### config.mk
export PLATFORM = sky130hd
export DESIGN_NAME = rf_write_arbiter_flat
export DESIGN_NICKNAME = d
export VERILOG_FILES = /design/src/rtl/rf_write_arbiter_if.sv /design/src/rtl/rf_write_arbiter.sv /design/src/flat_wrapper.sv
export SDC_FILE = /design/constraint.sdc
export NUM_CORES = 1
export LEC_CHECK = 0
export CORE_AREA = 2 2 83 85
export CTS_BUF_LIST = sky130_fd_sc_hd__clkbuf_16
export CTS_CLUSTER_SIZE = 20
export DETAILED_ROUTE_END_ITERATION = 10
export DIE_AREA = 0 0 85 87
export DONT_BUFFER_PORTS = 1
export PLACE_DENSITY = 0.63
export SYNTH_ARGS = -nofsm -noshare
export SYNTH_HDL_FRONTEND = slang
export SYNTH_SLANG_ARGS = --single-unit
export TNS_END_PERCENT = 50
### constraint.sdc
create_clock -name clk -period 1.61 [get_ports clk]
set_input_delay 0.483 -clock clk [delete_from_list [all_inputs] [get_ports clk]]
set_output_delay 0.483 -clock clk [all_outputs]
set_load 0.01 [all_outputs]
### src/rtl/rf_write_arbiter_if.sv
// Handshake and write-port bundle between the two writeback requesters,
// the arbiter and the register file.
interface rf_write_arbiter_if #(
  parameter int DATA_W = 64,
  parameter int ADDR_W = 5
);
  // freeze request from the pipeline control
  logic              hold;

  // requester A: in-order pipeline writeback
  logic              a_valid;
  logic [ADDR_W-1:0] a_rd;
  logic [DATA_W-1:0] a_data;
  logic              a_ready;

  // requester B: multi-cycle / memory writeback
  logic              b_valid;
  logic [ADDR_W-1:0] b_rd;
  logic [DATA_W-1:0] b_data;
  logic              b_ready;

  // registered register-file write port
  logic              rf_we;
  logic [ADDR_W-1:0] rf_rd;
  logic [DATA_W-1:0] rf_wdata;

  // high while B holds forced priority
  logic              forced;

  // requester / register-file side
  modport master (
    output hold,
    output a_valid, a_rd, a_data,
    input  a_ready,
    output b_valid, b_rd, b_data,
    input  b_ready,
    input  rf_we, rf_rd, rf_wdata,
    input  forced
  );

  // arbiter side
  modport slave (
    input  hold,
    input  a_valid, a_rd, a_data,
    output a_ready,
    input  b_valid, b_rd, b_data,
    output b_ready,
    output rf_we, rf_rd, rf_wdata,
    output forced
  );
endinterface

### src/rtl/rf_write_arbiter.sv
// Register-file write-port arbiter: fixed priority to the pipeline (A),
// with a starvation counter that hands the port to the memory unit (B)
// after it has waited STARVE_LIMIT consecutive cycles.
//
//   state | meaning
//   ------+-----------------------------------------------------------
//   A_PRI | normal: A wins when both are valid; B's wait is counted
//   B_PRI | B starved: B wins next unfrozen cycle (or A if B withdrew)
module rf_write_arbiter #(
  parameter int DATA_W       = 64,
  parameter int ADDR_W       = 5,
  parameter int STARVE_LIMIT = 4
) (
  input  logic                clk,
  input  logic                reset,
  rf_write_arbiter_if.slave   bus
);

  // Out-of-range limits are clamped to the 4-bit counter's usable range.
  localparam int LIMIT_C = (STARVE_LIMIT < 1)  ? 1  :
                           (STARVE_LIMIT > 15) ? 15 : STARVE_LIMIT;
  localparam logic [3:0] LIMIT = 4'(LIMIT_C);

  typedef enum logic {
    A_PRI = 1'b0,
    B_PRI = 1'b1
  } state_t;

  state_t            state;
  state_t            state_nxt;
  logic [3:0]        starve_cnt;
  logic [3:0]        starve_nxt;
  logic              a_gnt;
  logic              b_gnt;

  logic              rf_we_q;
  logic [ADDR_W-1:0] rf_rd_q;
  logic [DATA_W-1:0] rf_wdata_q;

  // Grant selection, starvation count and next state.  Grants are blocked
  // during reset so that nothing is accepted that the register would drop.
  always_comb begin
    a_gnt      = 1'b0;
    b_gnt      = 1'b0;
    state_nxt  = state;
    starve_nxt = starve_cnt;

    if (reset && !bus.hold) begin
      if (state == B_PRI) begin
        b_gnt = bus.b_valid;
        a_gnt = bus.a_valid && !bus.b_valid;
      end else begin
        a_gnt = bus.a_valid;
        b_gnt = bus.b_valid && !bus.a_valid;
      end

      if (!bus.b_valid || b_gnt) begin
        starve_nxt = 4'd0;
      end else if (starve_cnt < LIMIT) begin
        starve_nxt = starve_cnt + 4'd1;
      end

      case (state)
        A_PRI: begin
          // B_PRI is entered on the same cycle the count reaches the limit
          if (bus.b_valid && !b_gnt && (starve_nxt == LIMIT)) begin
            state_nxt = B_PRI;
          end
        end
        B_PRI: begin
          // leave once B is served, or if B withdrew its request
          if (b_gnt || !bus.b_valid) begin
            state_nxt = A_PRI;
          end
        end
        default: state_nxt = A_PRI;
      endcase
    end
  end

  // FSM state and starvation counter; hold freezes both via the defaults.
  always_ff @(posedge clk) begin
    if (!reset) begin
      state      <= A_PRI;
      starve_cnt <= 4'd0;
    end else begin
      state      <= state_nxt;
      starve_cnt <= starve_nxt;
    end
  end

  // Write-port register: one-cycle pulse per grant, x0 writes suppressed,
  // address/data held when nothing is granted.
  always_ff @(posedge clk) begin
    if (!reset) begin
      rf_we_q    <= 1'b0;
      rf_rd_q    <= '0;
      rf_wdata_q <= '0;
    end else begin
      rf_we_q <= (a_gnt && (bus.a_rd != '0)) || (b_gnt && (bus.b_rd != '0));
      if (a_gnt) begin
        rf_rd_q    <= bus.a_rd;
        rf_wdata_q <= bus.a_data;
      end else if (b_gnt) begin
        rf_rd_q    <= bus.b_rd;
        rf_wdata_q <= bus.b_data;
      end
    end
  end

  assign bus.a_ready  = a_gnt;
  assign bus.b_ready  = b_gnt;
  assign bus.rf_we    = rf_we_q;
  assign bus.rf_rd    = rf_rd_q;
  assign bus.rf_wdata = rf_wdata_q;
  assign bus.forced   = (state == B_PRI);

endmodule
### src/flat_wrapper.sv
// flat-port wrapper written by rule: the top's interface ports become plain ports
module rf_write_arbiter_flat 
#(
  parameter int DATA_W       = 64,
  parameter int ADDR_W       = 5,
  parameter int STARVE_LIMIT = 4
)
  (clk, reset, bus_hold, bus_a_valid, bus_a_rd, bus_a_data, bus_a_ready, bus_b_valid, bus_b_rd, bus_b_data, bus_b_ready, bus_rf_we, bus_rf_rd, bus_rf_wdata, bus_forced);
  rf_write_arbiter_if #(.DATA_W(DATA_W), .ADDR_W(ADDR_W)) bus_i ();
  input  logic clk;
  input  logic reset;
  input wire logic [$bits(bus_i.hold)-1:0] bus_hold;
  input wire logic [$bits(bus_i.a_valid)-1:0] bus_a_valid;
  input wire logic [$bits(bus_i.a_rd)-1:0] bus_a_rd;
  input wire logic [$bits(bus_i.a_data)-1:0] bus_a_data;
  output wire logic [$bits(bus_i.a_ready)-1:0] bus_a_ready;
  input wire logic [$bits(bus_i.b_valid)-1:0] bus_b_valid;
  input wire logic [$bits(bus_i.b_rd)-1:0] bus_b_rd;
  input wire logic [$bits(bus_i.b_data)-1:0] bus_b_data;
  output wire logic [$bits(bus_i.b_ready)-1:0] bus_b_ready;
  output wire logic [$bits(bus_i.rf_we)-1:0] bus_rf_we;
  output wire logic [$bits(bus_i.rf_rd)-1:0] bus_rf_rd;
  output wire logic [$bits(bus_i.rf_wdata)-1:0] bus_rf_wdata;
  output wire logic [$bits(bus_i.forced)-1:0] bus_forced;
  assign bus_i.hold = bus_hold;
  assign bus_i.a_valid = bus_a_valid;
  assign bus_i.a_rd = bus_a_rd;
  assign bus_i.a_data = bus_a_data;
  assign bus_a_ready = bus_i.a_ready;
  assign bus_i.b_valid = bus_b_valid;
  assign bus_i.b_rd = bus_b_rd;
  assign bus_i.b_data = bus_b_data;
  assign bus_b_ready = bus_i.b_ready;
  assign bus_rf_we = bus_i.rf_we;
  assign bus_rf_rd = bus_i.rf_rd;
  assign bus_rf_wdata = bus_i.rf_wdata;
  assign bus_forced = bus_i.forced;
  rf_write_arbiter #(.DATA_W(DATA_W), .ADDR_W(ADDR_W), .STARVE_LIMIT(STARVE_LIMIT)) u_core (.clk(clk), .reset(reset), .bus(bus_i));
endmodule
Word-level counts from Yosys, hierarchy flattened
Index checks and enable logic that the tools add are counted.
Word-level totals
  bits in registers: 75
  bits in latches: 0
  bits in writable memories: 0
  bits in read-only memories: 0
  input bits: 143
  output and inout bits: 73
  word-level logic and storage cells: 40
  memories: 0
Operators by class
  $add $sub $neg: 1
  $mul: 0
  div/mod/pow operators: 0
  magnitude comparators: 1
  equal/unequal tests: 1
  shift operators: 0
  muxes and demuxes: 15
  bitwise logic cells: 1
  reduce and logical (&&, ||, !) cells: 16
Operator list (count)
  $mux W64: 2
  $mux W4: 3
  $mux W5: 2
  $reduce_bool A5 Y1: 2
  $logic_and A1 B1 Y1: 7
  $mux W1: 7
  $add A4 B1 Y4 const B: 1
  $eq A4 B3 Y1 const B: 1
  $logic_not A1 Y1: 4
  $lt A4 B3 Y1 const B: 1
  $logic_or A1 B1 Y1: 2
  $pmux W1 S2: 1
  $reduce_bool A2 Y1: 1
  $not A1 Y1: 1

Depth between registers and ports, before layout
Gate-level depths: netlist (run 1).
  depth in word-level cells: 11
  depth in mapped cells: 6
  mapped depth without buffers: 5

Worst setup path after synthesis (run 1)
No wires, ideal clock.
  kind: input to output
  start: in reset
  end: out bus_a_ready
  arrival: 1.008 ns
  required time: 1.127 ns
  slack: 0.119 ns
  cell stages on the path: 4
  buffers on the path: 1
  cell sequence: nor2b_4 > nand3_2 > inv_2 > buf_4
On the way
  longest elaborated chain between the ends: 2
Ends and longest elaborated chain
  from (decl): RTL line flat_wrapper.sv:11  | input logic reset;
  $logic_and A1 B1 Y1: RTL line rf_write_arbiter.sv:48  | if (reset && !bus.hold) begin
  $mux W1: RTL line rf_write_arbiter.sv:48
  to (decl): RTL line flat_wrapper.sv:16  | output wire logic [$bits(bus_i.a_ready)-1:0] bus_a_ready;
No other way between the ends.

Final worst setup path (run 1)
  start: reg u_core.state, in the netlist u_core.bus.forced
  end: out bus_a_ready
On the way
  longest elaborated chain between the ends: 2
Ends and longest elaborated chain
  from (decl): RTL line rf_write_arbiter.sv:29  | state_t state;
  from (signal assigned): RTL line rf_write_arbiter.sv:87  | state <= state_nxt;
  $mux W1: RTL line rf_write_arbiter.sv:49  | if (state == B_PRI) begin
  $mux W1: RTL line rf_write_arbiter.sv:48
No other way between the ends.

==> summary.txt, run 1 <==
GRT
  – Initial antenna violation count: 0
  – Congestion Overflow GR: 0
  – Largest net degree at the start of global routing: 77
  – First-pass GRT wire length: 13.0 mm
  – Total track usage: 0.219
  – Vias in the first global route: 2682

Hold path
  – Critical hold path startpoint: bus_b_data[29]
  – Hold crit path type: in2reg
  – Worst hold path depth: 2
  – Hold EP: u_core.bus.rf_wdata[29]$_SDFFE_PN0P_

CTS
  – CTS Hold Bufs: 0
  – CTS Sinks: 75
  – Post-CTS Repair Setup Buffers: 0
  – Deepest clock path buffer count: 2
  – CTS H-tree lvls: 3
  – Skew-Pair Late Insertion Delay: 0.32 ns
  – TritonCTS clock tree: built
  – CTS Buf Count: 9
  – CTS root buffer: clkbuf_16
  – Clock transition at the registers of the reported paths: 0.06 ns

Logic synthesis
  – Synth Cell Area: about 3300 um2
  – Compound-Gate Fraction of Synth Area: 0.257
  – Post-synthesis sequential area ratio: 0.460
  – Mux contribution to synthesized area: 0.00307
  – Cells after Synth: roughly 430
  – Simple-Gate Fraction of Synth Area: 0.196
  – Post-Syn Nets: 570
  – XOR/XNOR share of the synthesized area: 0
  – Post-synthesis register bit count: 75
  – Post-synthesis adder-cell area fraction: 0.00384
  – Synth unique cells: 27
  – Yosys warns: 0
  – Largest family of logic cells by synthesized area: compound AO/OA/AOI/OAI gates
  – Syn Area/Cell: 7.65 um2

Drt
  – DR vias: 2901
  – WL final: 8.77 mm
  – Post-route ant nets: 0
  – Drt initial violations: 141
  – Via-to-Cell Ratio: 5.87
  – # DRC: 0
  – Pre-Repair DR Iteration Count: 4
  – Wire length per cell: 17.8 um

Cells and area
  – Nets: 553
  – Multi-input combinational cell area: 1510 um2
  – Register Area: between 1500 and 2000 um2
  – Fin cells: 494
  – N_diodes: 0
  – Fillers: 637
  – Share of cells above drive strength 1: 0.0773
  – Synth-to-layout area growth: 10.3%

STA
  – Hold slack: 0.306 ns
  – Fraction of the cycle the final worst path needs: 0.955
  – Setup Total Neg Slack: 0 ns
  – Slew margin rel.: 0.795
  – Highest clock rate: 0.650 GHz
  – Fin crit period: 1.54 ns
  – RSZ-0062 raised after global routing: false
  – Pins over their slew limit: 0
  – Post-route setup slack: roughly 0.07 ns
  – Worst slew pin tran: 0.308 ns
  – Clock skew: 0.00612 ns
  – Final-report setup violation count: 0
  – Final Hold Viols: 0

Pwr
  – Seq pwr share: 0.462
  – Gate power share: 0.073
  – Clock power frac: 0.465
  – Peak VDD IR: 742 uV
  – Int Pwr: around 3.5 mW
  – Switch Pwr: 1.09 mW
  – Lkg Pwr: approximately 1.4 nW
  – PD cells: between 1000 and 1500 nW/um2
  – Sw frac: 0.239

Setup path
  – Worst endpoint required time: around 1.1 ns
  – Crit path max fanout: 10
  – Worst Setup End Kind: output port
  – Critical R2R Launch: u_core.bus.forced$_SDFFE_PN0P_
  – Reg2Reg Setup Slack: 0.35 ns
  – Worst Reg-to-Reg Cells: 5
  – CP startpoint kind: flip-flop
  – Worst reg2reg endpoint: u_core.bus.rf_wdata[44]$_SDFFE_PN0P_
  – Critical path origin: u_core.bus.forced$_SDFFE_PN0P_
  – CP Class: reg2out
  – Worst EP arrival: 1.06 ns

Placed design
  – IO buf count: 0
  – Post-Place Setup Slack: 0.0403 ns
  – Placed Instances: 478
  – RD Place Congestion: between 0.7 and 0.8
  – HPWL after detailed placement: 6.02 mm

Floorplanning
  – Core ar.: 6570 um2
  – Die H: just under 90 um
  – Number of I/O pins: between 200 and 250
  – Die X: 85 um
  – # rows: 30
  – Initial core utilization: 0.496
  – Die Area: 7400 um2

Run
  – Max-cap viol count: 0

Status
  – Status: complete, no violations
-- registers in the layout, indices dropped and copies added, names as in the netlist --
| name | flops |
|---|---|
| u_core.bus.forced | 1 |
| u_core.starve_cnt | 4 |
| u_core.bus.rf_we | 1 |
| u_core.bus.rf_rd | 5 |
| u_core.bus.rf_wdata | 64 |
-- worst max-delay path by stage --
| stage | depth (start not counted) | slack [ns] | endpoint |
|---|---|---|---|
| 5_1_grt | 3 | 0.009 | bus_a_ready |
| 3_3_place_gp | 6 | 0.11 | u_core.bus.rf_wdata[63]$_SDFFE_PN0P_ |
| 6_report | 3 | 0.07 | bus_a_ready |
| 3_5_place_dp | 6 | 0.04 | u_core.bus.rf_wdata[14]$_SDFFE_PN0P_ |
| 2_1_floorplan | 4 | 0.12 | bus_a_ready |
| 4_1_cts | 3 | 0.002 | bus_a_ready |
-- synth_stat cells, drive strengths merged --
library cell,count,area (um2)
nand2,142,533
dfxtp,75,1500
o21ai,72,360
a31oi,69,432
buf,29,213
clkbuf,8,30.0
nor2,6,22.5
inv,5,18.8
a21oi,2,10.0
nand2b,2,12.5
nand3,2,15.0
nor3b,2,15.0
o22ai,2,12.5
or4,2,15.0
a21boi,1,7.51
ha,1,12.5
mux2i,1,10.0
nor2b,1,13.8
nor3,1,5.00
o211ai,1,7.51
o21a,1,7.51
or2,1,6.26
-- logic make-up after synthesis --
family,count (synthesis)
fa+ha+maj,1
flops,75
buf+inv,42
mux,1
compound gates,148
simple gates,159
-- cell usage in the layout (no fill, tap or decap), types with 2 or more instances in the layout --
cell and count:
nand2_1 142, o21ai_0 38, nor3b_1 2, dfxtp_1 74, o21ai_1 34, a31oi_1 69, or4_1 2, o22ai_1 2
nand3_2 2, a21oi_1 2, bufinv_16 2, buf_4 3, buf_12 6, clkbuf_16 9, nor2_1 6, inv_1 4
clkinv_4 2, nand2b_1 2
-- cell type report --
class	instances	share of cell area
Clock buffer	9	0.0626
Clock inverter	7	0.0261
Inverter	5	0.00592
Multi-Input combinational cell	309	0.420
Sequential cell	75	0.418
Tap cell	80	0.0278
Timing Repair Buffer	9	0.0397
-- worst max-delay path, stage by stage, from the launching register on --
cell and delay, ns:
dfxtp_2 0.34, nand2_1 0.08, nand3_2 0.13, inv_4 0.18
-- routing by layer --
metal	GRT usage	routed length, um	share of wire
met5	0	0	0
met4	0.0808	114	0.013
met3	0.0806	910	0.10
met2	0.395	4390	0.50
met1	0.235	3360	0.38
-- power by group through the flow --
stage | sequential (mW) | clock, mW | combinational, mW
final | 2.11 | 2.12 | 0.331
after global routing | 2.12 | 2.24 | 0.378
after global placement | 2.15 | 0 | 0.318
after detailed placement | 2.15 | 0 | 0.332
after floorplan | 2.12 | 0 | 0.305
after CTS | 2.11 | 2.16 | 0.333
-- repair_timing --
action | in CTS | in global routing
pin swaps | 0 | 0
gates cloned | 0 | 0
endpoints found under the setup margin | 2 | 2
resized for setup | 1 | 4
-- stage by stage --
| stage | instance area [um2] | power, mW | utilization |
|---|---|---|---|
| final | 3600 | 4.56 | 0.547 |
| after global routing | 3600 | 4.74 | 0.547 |
| after CTS | 3590 | 4.60 | 0.546 |
| after detailed placement | 3270 | 2.48 | 0.498 |
| after global placement | 3270 | 2.46 | 0.498 |
| after floorplan | 3260 | 2.42 | - |
No activity file was read; power rests on OpenSTA's default activity.
==> run 2: changes to the inputs <==
Settings changed: PLACE_DENSITY 0.63 to 0.75.
Clock period 1.61 ns to 1.5 ns, I/O delays scaled along.
==> run 2 against run 1 <==
Compared with the run above: via count grew 2.0%; sequential share of layout area rose by 0.45 points; die area is the same; count of clock-buffer cells in the layout unchanged; flip-flop and latch count unchanged; highest routed layer unchanged; core utilization decreased by 0.50 points; global-route usage fell by 0.57 points; largest power group is now sequential cells; clock power is 9.9% lower; critical path depth unchanged.
==> summary.txt, run 2 (synthesized netlist as in run 1, its figures left out) <==
Status
  – Status: complete, no violations

CTS
  – Deepest clock path buffer count: 2 (unchanged)
  – CTS root buffer: clkbuf_16
  – TritonCTS clock tree: built
  – CTS H-tree lvls: 3 (unchanged)
  – Skew-Pair Late Insertion Delay: 0.33 ns (about the same)
  – Clock transition at the registers of the reported paths: 0.05 ns (about the same)
  – CTS Sinks: 75 (unchanged)
  – CTS Buf Count: 9 (unchanged)
  – CTS Hold Bufs: 0 (unchanged)

Cells and area
  – Leading cell type in the layout, fill and taps excluded: nand2_1
  – N_diodes: 0 (unchanged)
  – Most frequent cells in the layout: nand2_1, dfxtp_1, a31oi_1
  – Share of cells above drive strength 1: 0.0793 (+0.00203)
  – Final instance area: 3560 um2 (-0.90%)
  – Fillers: 622 (-2.4%)
  – Synth-to-layout area growth: 9.29%
  – Max FFs per register: 64 (unchanged)
  – Nets: 555 (+0.36%)

Pwr
  – Seq pwr share: 0.499 (+0.037)
  – PD cells: 1270 nW/um2 (about the same)
  – Lkg Pwr: 1.39 nW (-1.6%)
  – Sw frac: 0.253 (+0.0135)
  – Clock power frac: 0.422 (-0.043)
  – Peak VDD IR: 712 uV (-4.1%)
  – Tot Pwr: 4.52 mW (-0.82%)
  – Int Pwr: 3.38 mW (-2.6%)
  – Switch Pwr: 1.14 mW (+4.8%)
  – Gate power share: 0.079 (+0.006)

Drt
  – Pre-Repair DR Iteration Count: 4 (unchanged)
  – Drt initial violations: 174 (+23%)
  – # DRC: 0 (unchanged)
  – WL final: 8.26 mm (-5.8%)
  – Post-route ant nets: 0 (unchanged)
  – Wire length per cell: 16.6 um (-6.2%)
  – Via-to-Cell Ratio: 5.97 (+1.6%)
  – DR vias: 2959 (+2.0%)

STA
  – Clock skew: 0.00693 ns (+0.000806 ns)
  – Slew margin rel.: 0.835 (+0.0406)
  – Final Hold Viols: 0 (unchanged)
  – Final-report setup violation count: 0 (unchanged)
  – Fraction of the cycle the final worst path needs: 0.971
  – Fin crit period: 1.46 ns
  – Highest clock rate: 0.687 GHz
  – Worst slew pin tran: 0.246 ns (-0.0618 ns)
  – Hold slack: 0.268 ns (-0.0384 ns)
  – Setup Total Neg Slack: 0 ns (unchanged)
  – RSZ-0062 raised after global routing: false
  – Pins over their slew limit: 0 (unchanged)

Hold path
  – Hold crit path type: in2reg
  – Worst hold path depth: 2 (unchanged)

Floorplanning
  – Core ar.: 6570 um2 (unchanged)
  – Number of I/O pins: 216 (unchanged)
  – # rows: 30 (unchanged)
  – Die Area: 7400 um2 (unchanged)
  – Die H: 87 um (unchanged)
  – Initial core utilization: 0.496 (unchanged)
  – Die X: 85 um (unchanged)

Placed design
  – IO buf count: 0 (unchanged)
  – Post-place instance area: 3280 um2 (+0.46%)
  – HPWL after detailed placement: 5.88 mm (-2.3%)
  – RD Place Congestion: 0.740 (-2.9%)

Setup path
  – CP startpoint kind: flip-flop
  – Worst Reg-to-Reg Cells: 6 (+1)
  – Worst endpoint required time: 1.05 ns (-0.08 ns)
  – Worst EP arrival: 1.01 ns (-0.05 ns)
  – CP Class: reg2out
  – Worst Setup End Kind: output port
  – Crit path max fanout: 4 (-6)

GRT
  – First-pass GRT wire length: 12.7 mm (-1.7%)
  – Congestion Overflow GR: 0 (unchanged)
  – Vias in the first global route: 2811 (+4.8%)
  – Initial antenna violation count: 0 (unchanged)
  – Largest net degree at the start of global routing: 77 (unchanged)
  – Total track usage: 0.214 (-0.00569)

Run
  – Max-cap viol count: 0 (unchanged)
[run 2: cell types whose count changed in the layout (fill, tap and decap cells not counted)]
| cell | before | now |
|---|---|---|
| clkinv_4 | 2 | 0 |
| dfxtp_2 | 1 | 0 |
| inv_6 | 0 | 1 |
| clkinv_1 | 0 | 2 |
| dfxtp_4 | 0 | 1 |
| bufinv_16 | 2 | 0 |
| inv_1 | 4 | 3 |
| buf_4 | 3 | 5 |
| clkinvlp_4 | 1 | 3 |
[run 2: power by group through the flow]
stage               clock (mW)  combinational [mW]  sequential, mW
CTS                       1.95               0.359            2.26
global placement             0               0.342            2.30
detailed placement           0               0.358            2.30
global route              2.04               0.412            2.27
finish                    1.91               0.358            2.26
floorplan                    0               0.327            2.27
[run 2: metal layers]
| metal | share of wire | global-route usage | vias up | wire length [um] |
|---|---|---|---|---|
| met3 | 0.099 | 0.0796 | 14 | 814 |
| met5 | 0 | 0 | - | 0 |
| met2 | 0.51 | 0.388 | 147 | 4170 |
| met1 | 0.38 | 0.222 | 1344 | 3170 |
| li1 | - | - | 1454 | - |
| met4 | 0.012 | 0.0866 | 0 | 103 |
[run 2: final timing paths]
path,slack [ns],from,endpoint
min reg2reg,0.47,u_core.starve_cnt[3]$_SDFFE_PN0P_,u_core.starve_cnt[3]$_SDFFE_PN0P_
max,0.04,u_core.bus.forced$_SDFFE_PN0P_,bus_b_ready
min,0.27,bus_b_data[21],u_core.bus.rf_wdata[21]$_SDFFE_PN0P_
max reg2reg,0.27,u_core.bus.forced$_SDFFE_PN0P_,u_core.bus.rf_wdata[28]$_SDFFE_PN0P_
[run 2: timing repair]
| action | CTS | global route |
|---|---|---|
| setup endpoints to repair | 1 | 2 |
| buffers inserted | 0 | 0 |
| gates resized for setup | 2 | 3 |
| cloned | 0 | 0 |
[run 2: critical path, cell delays in order (launching register included)]
cell and delay [ns]:
dfxtp_4 0.37, nand2b_1 0.14, nand3_2 0.09, inv_2 0.08
[run 2: per-stage QoR]
stage / util / std cells / setup slack [ns]
after floorplan: - / 426 / 0.0745
after global placement: 0.500 / 480 / 0.0945
after detailed placement: 0.500 / 480 / 0.0454
after CTS: 0.541 / 496 / 0.0114
after global routing: 0.542 / 496 / 0.00541
final: 0.542 / 496 / 0.0439
[run 2: layout make-up]
cell class / count / area [um2] / share of cell area
clock buffers: 9 / 225 / 0.0632
inverters: 5 / 21.3 / 0.00597
clock inverters: 7 / 43.8 / 0.0123
well taps: 80 / 100 / 0.0281
flip-flops and latches: 75 / 1510 / 0.422
multi-input cells: 309 / 1510 / 0.424
repair buffers: 11 / 158 / 0.0442
==> run 3: changes to the inputs <==
Settings changed: CORE_AREA 2 2 83 85 to not set, CORE_MARGIN set to 2, CORE_UTILIZATION set to 36, DIE_AREA 0 0 85 87 to not set, DONT_BUFFER_PORTS 1 to not set, PLACE_DENSITY 0.75 to 0.91.
==> run 3 against run 2 <==
Compared with the run above: the run now ends with negative setup slack left; critical path depth rose by 1; combinational power rose to 2.8 times the previous value; worst setup slack got worse by 0.082 ns; first-iteration DRC count decreased by 5.7%; critical endpoint unchanged; largest power group is now clock; highest routed layer unchanged.
==> summary.txt, run 3 (synthesized netlist as in run 1, its figures left out) <==
Placed design
  – RD Place Congestion: 0.788 (+6.5%)
  – IO buf count: 215 (+215)
  – Post-place instance area: 5440 um2 (+66%)
  – HPWL after detailed placement: 8.15 mm (+39%)
  – Placed Instances: 726 (+51%)

Status
  – Status: complete, but fails checks
  – Failing checks: negative setup slack

Setup path
  – Crit path max fanout: 3 (-1)
  – Worst EP arrival: 1.09 ns (+0.08 ns)
  – Worst endpoint required time: 1.05 ns (about the same)
  – Worst Reg-to-Reg Cells: 7 (+1)
  – CP Class: reg2out
  – CP startpoint kind: flip-flop
  – Critical path origin: u_core.bus.forced$_SDFFE_PN0P_
  – Critical R2R Launch: u_core.bus.forced$_SDFFE_PN0P_
  – Worst Setup End Kind: output port

Cells and area
  – Fin cells: 744 (+50%)
  – N_diodes: 0 (unchanged)
  – Fillers: 750 (+21%)
  – Most frequent cells in the layout: nand2_1, clkdlybuf4s50_1, dfxtp_1
  – Final instance area: 5740 um2 (+61%)
  – Register Area: 1500 um2 (-0.17%)
  – Nets: 775 (+40%)
  – Leading cell type in the layout, fill and taps excluded: nand2_1
  – Max FFs per register: 64 (unchanged)
  – Synth-to-layout area growth: 75.9%
  – Multi-input combinational cell area: 1530 um2 (+1.5%)
  – Share of cells above drive strength 1: 0.0692 (-0.0101)

Floorplanning
  – Number of I/O pins: 216 (unchanged)
  – Core ar.: 8760 um2 (+33%)
  – Die X: 99.2 um (+17%)
  – Die Area: 9830 um2 (+33%)
  – Initial core utilization: 0.372 (-0.124)
  – # rows: 34 (+13%)
  – Die H: 99.2 um (+14%)

STA
  – Final Hold Viols: 0 (unchanged)
  – Pins over their slew limit: 0 (unchanged)
  – Fraction of the cycle the final worst path needs: 1.03 (+0.0547)
  – Post-route setup slack: -0.0382 ns (-0.0821 ns)
  – Worst slew pin tran: 0.693 ns (+0.447 ns)
  – Highest clock rate: 0.650 GHz (-5.3%)
  – Final-report setup violation count: 2 (+2)
  – Fin crit period: 1.54 ns (+0.0821 ns)
  – Hold slack: 0.480 ns (+0.212 ns)
  – Slew margin rel.: 0.538 (-0.298)
  – RSZ-0062 raised after global routing: true
  – Clock skew: 0.00482 ns (-0.00211 ns)

GRT
  – Largest net degree at the start of global routing: 76 (-1.3%)
  – Vias in the first global route: 3993 (+42%)
  – Initial antenna violation count: 0 (unchanged)
  – First-pass GRT wire length: 18.3 mm (+43%)
  – Congestion Overflow GR: 0 (unchanged)
  – Total track usage: 0.226 (+0.0127)

Pwr
  – Lkg Pwr: 2.55 nW (+83%)
  – Peak VDD IR: 544 uV (-24%)
  – Clock power frac: 0.412 (-0.010)
  – Int Pwr: 4.13 mW (+22%)
  – Sw frac: 0.236 (-0.0170)
  – Seq pwr share: 0.402 (-0.097)
  – Gate power share: 0.186 (+0.107)
  – Switch Pwr: 1.27 mW (+12%)
  – PD cells: 943 nW/um2 (-26%)

CTS
  – CTS H-tree lvls: 3 (unchanged)
  – CTS Buf Count: 9 (unchanged)
  – TritonCTS clock tree: built
  – Skew-Pair Late Insertion Delay: 0.32 ns (about the same)
  – Clock transition at the registers of the reported paths: 0.05 ns (about the same)
  – CTS root buffer: clkbuf_16
  – CTS Sinks: 75 (unchanged)
  – Deepest clock path buffer count: 2 (unchanged)

Drt
  – Post-route ant nets: 0 (unchanged)
  – Wire length per cell: 15.3 um (-7.9%)
  – # DRC: 0 (unchanged)
  – DR vias: 3910 (+32%)
  – Pre-Repair DR Iteration Count: 4 (unchanged)
  – WL final: 11.4 mm (+38%)
  – Via-to-Cell Ratio: 5.26 (-12%)
  – Drt initial violations: 164 (-5.7%)

Hold path
  – Critical hold path startpoint: u_core.starve_cnt[3]$_SDFFE_PN0P_
  – Hold crit path type: reg2reg
  – Worst hold path depth: 2 (unchanged)

Run
  – Max-cap viol count: 0 (unchanged)
==> run 3: routing by layer <==
layer  vias to the layer above  global-route usage  share of wire
met3                        27              0.0506          0.064
met5                         -                   0              0
met1                      1821               0.251           0.39
li1                       1896                   -              -
met2                       166               0.420           0.52
met4                         0              0.0832          0.023
==> run 3: worst max-delay path: stages (launching register included) <==
cell and delay, ns:
dfxtp_2 0.36, nand2b_4 0.14, nand3_2 0.10, inv_2 0.07, buf_6 0.10
==> run 3: power groups by stage <==
stage	Sequential [mW]	Clock [mW]	Combinational, mW
after global placement	2.21	0	1.04
after detailed placement	2.22	0	1.07
after global routing	2.19	2.38	1.09
final	2.17	2.23	1.01
after floorplan	2.27	0	0.327
after CTS	2.17	2.28	0.998
==> run 3: cell type report <==
cell class / instances / share of cell area
Tap cell: 108 / 0.0236
Timing Repair Buffer: 231 / 0.390
Clock buffer: 9 / 0.0393
Sequential cell: 75 / 0.262
Clock inverter: 7 / 0.0146
Inverter: 5 / 0.00327
Multi-Input combinational cell: 309 / 0.267
==> run 3: what timing repair did <==
action	in CTS	in global routing
setup buffers	2	0
pin swaps	1	0
gates resized for setup	99	11
setup endpoints to repair	143	56
hold buffers	0	0
==> run 3: path summary, 6_finish.rpt <==
path                                                              to  slack (ns)
worst min-delay path               u_core.starve_cnt[3]$_SDFFE_PN0P_        0.48
worst max-delay path                                     bus_b_ready       -0.04
worst max register to register  u_core.bus.rf_wdata[58]$_SDFFE_PN0P_        0.06
worst min register to register     u_core.starve_cnt[3]$_SDFFE_PN0P_        0.48
==> run 3: per-stage QoR <==
step	utilization	TNS [ns]	setup slack [ns]	total power [mW]
2_1_floorplan	-	0	0.0745	2.60
3_3_place_gp	0.621	-43.74	-0.806	3.26
3_5_place_dp	0.621	-47.62	-0.822	3.29
4_1_cts	0.650	-0.0967	-0.0520	5.45
5_1_grt	0.655	-0.204	-0.0815	5.66
6_report	0.655	-0.0726	-0.0382	5.41
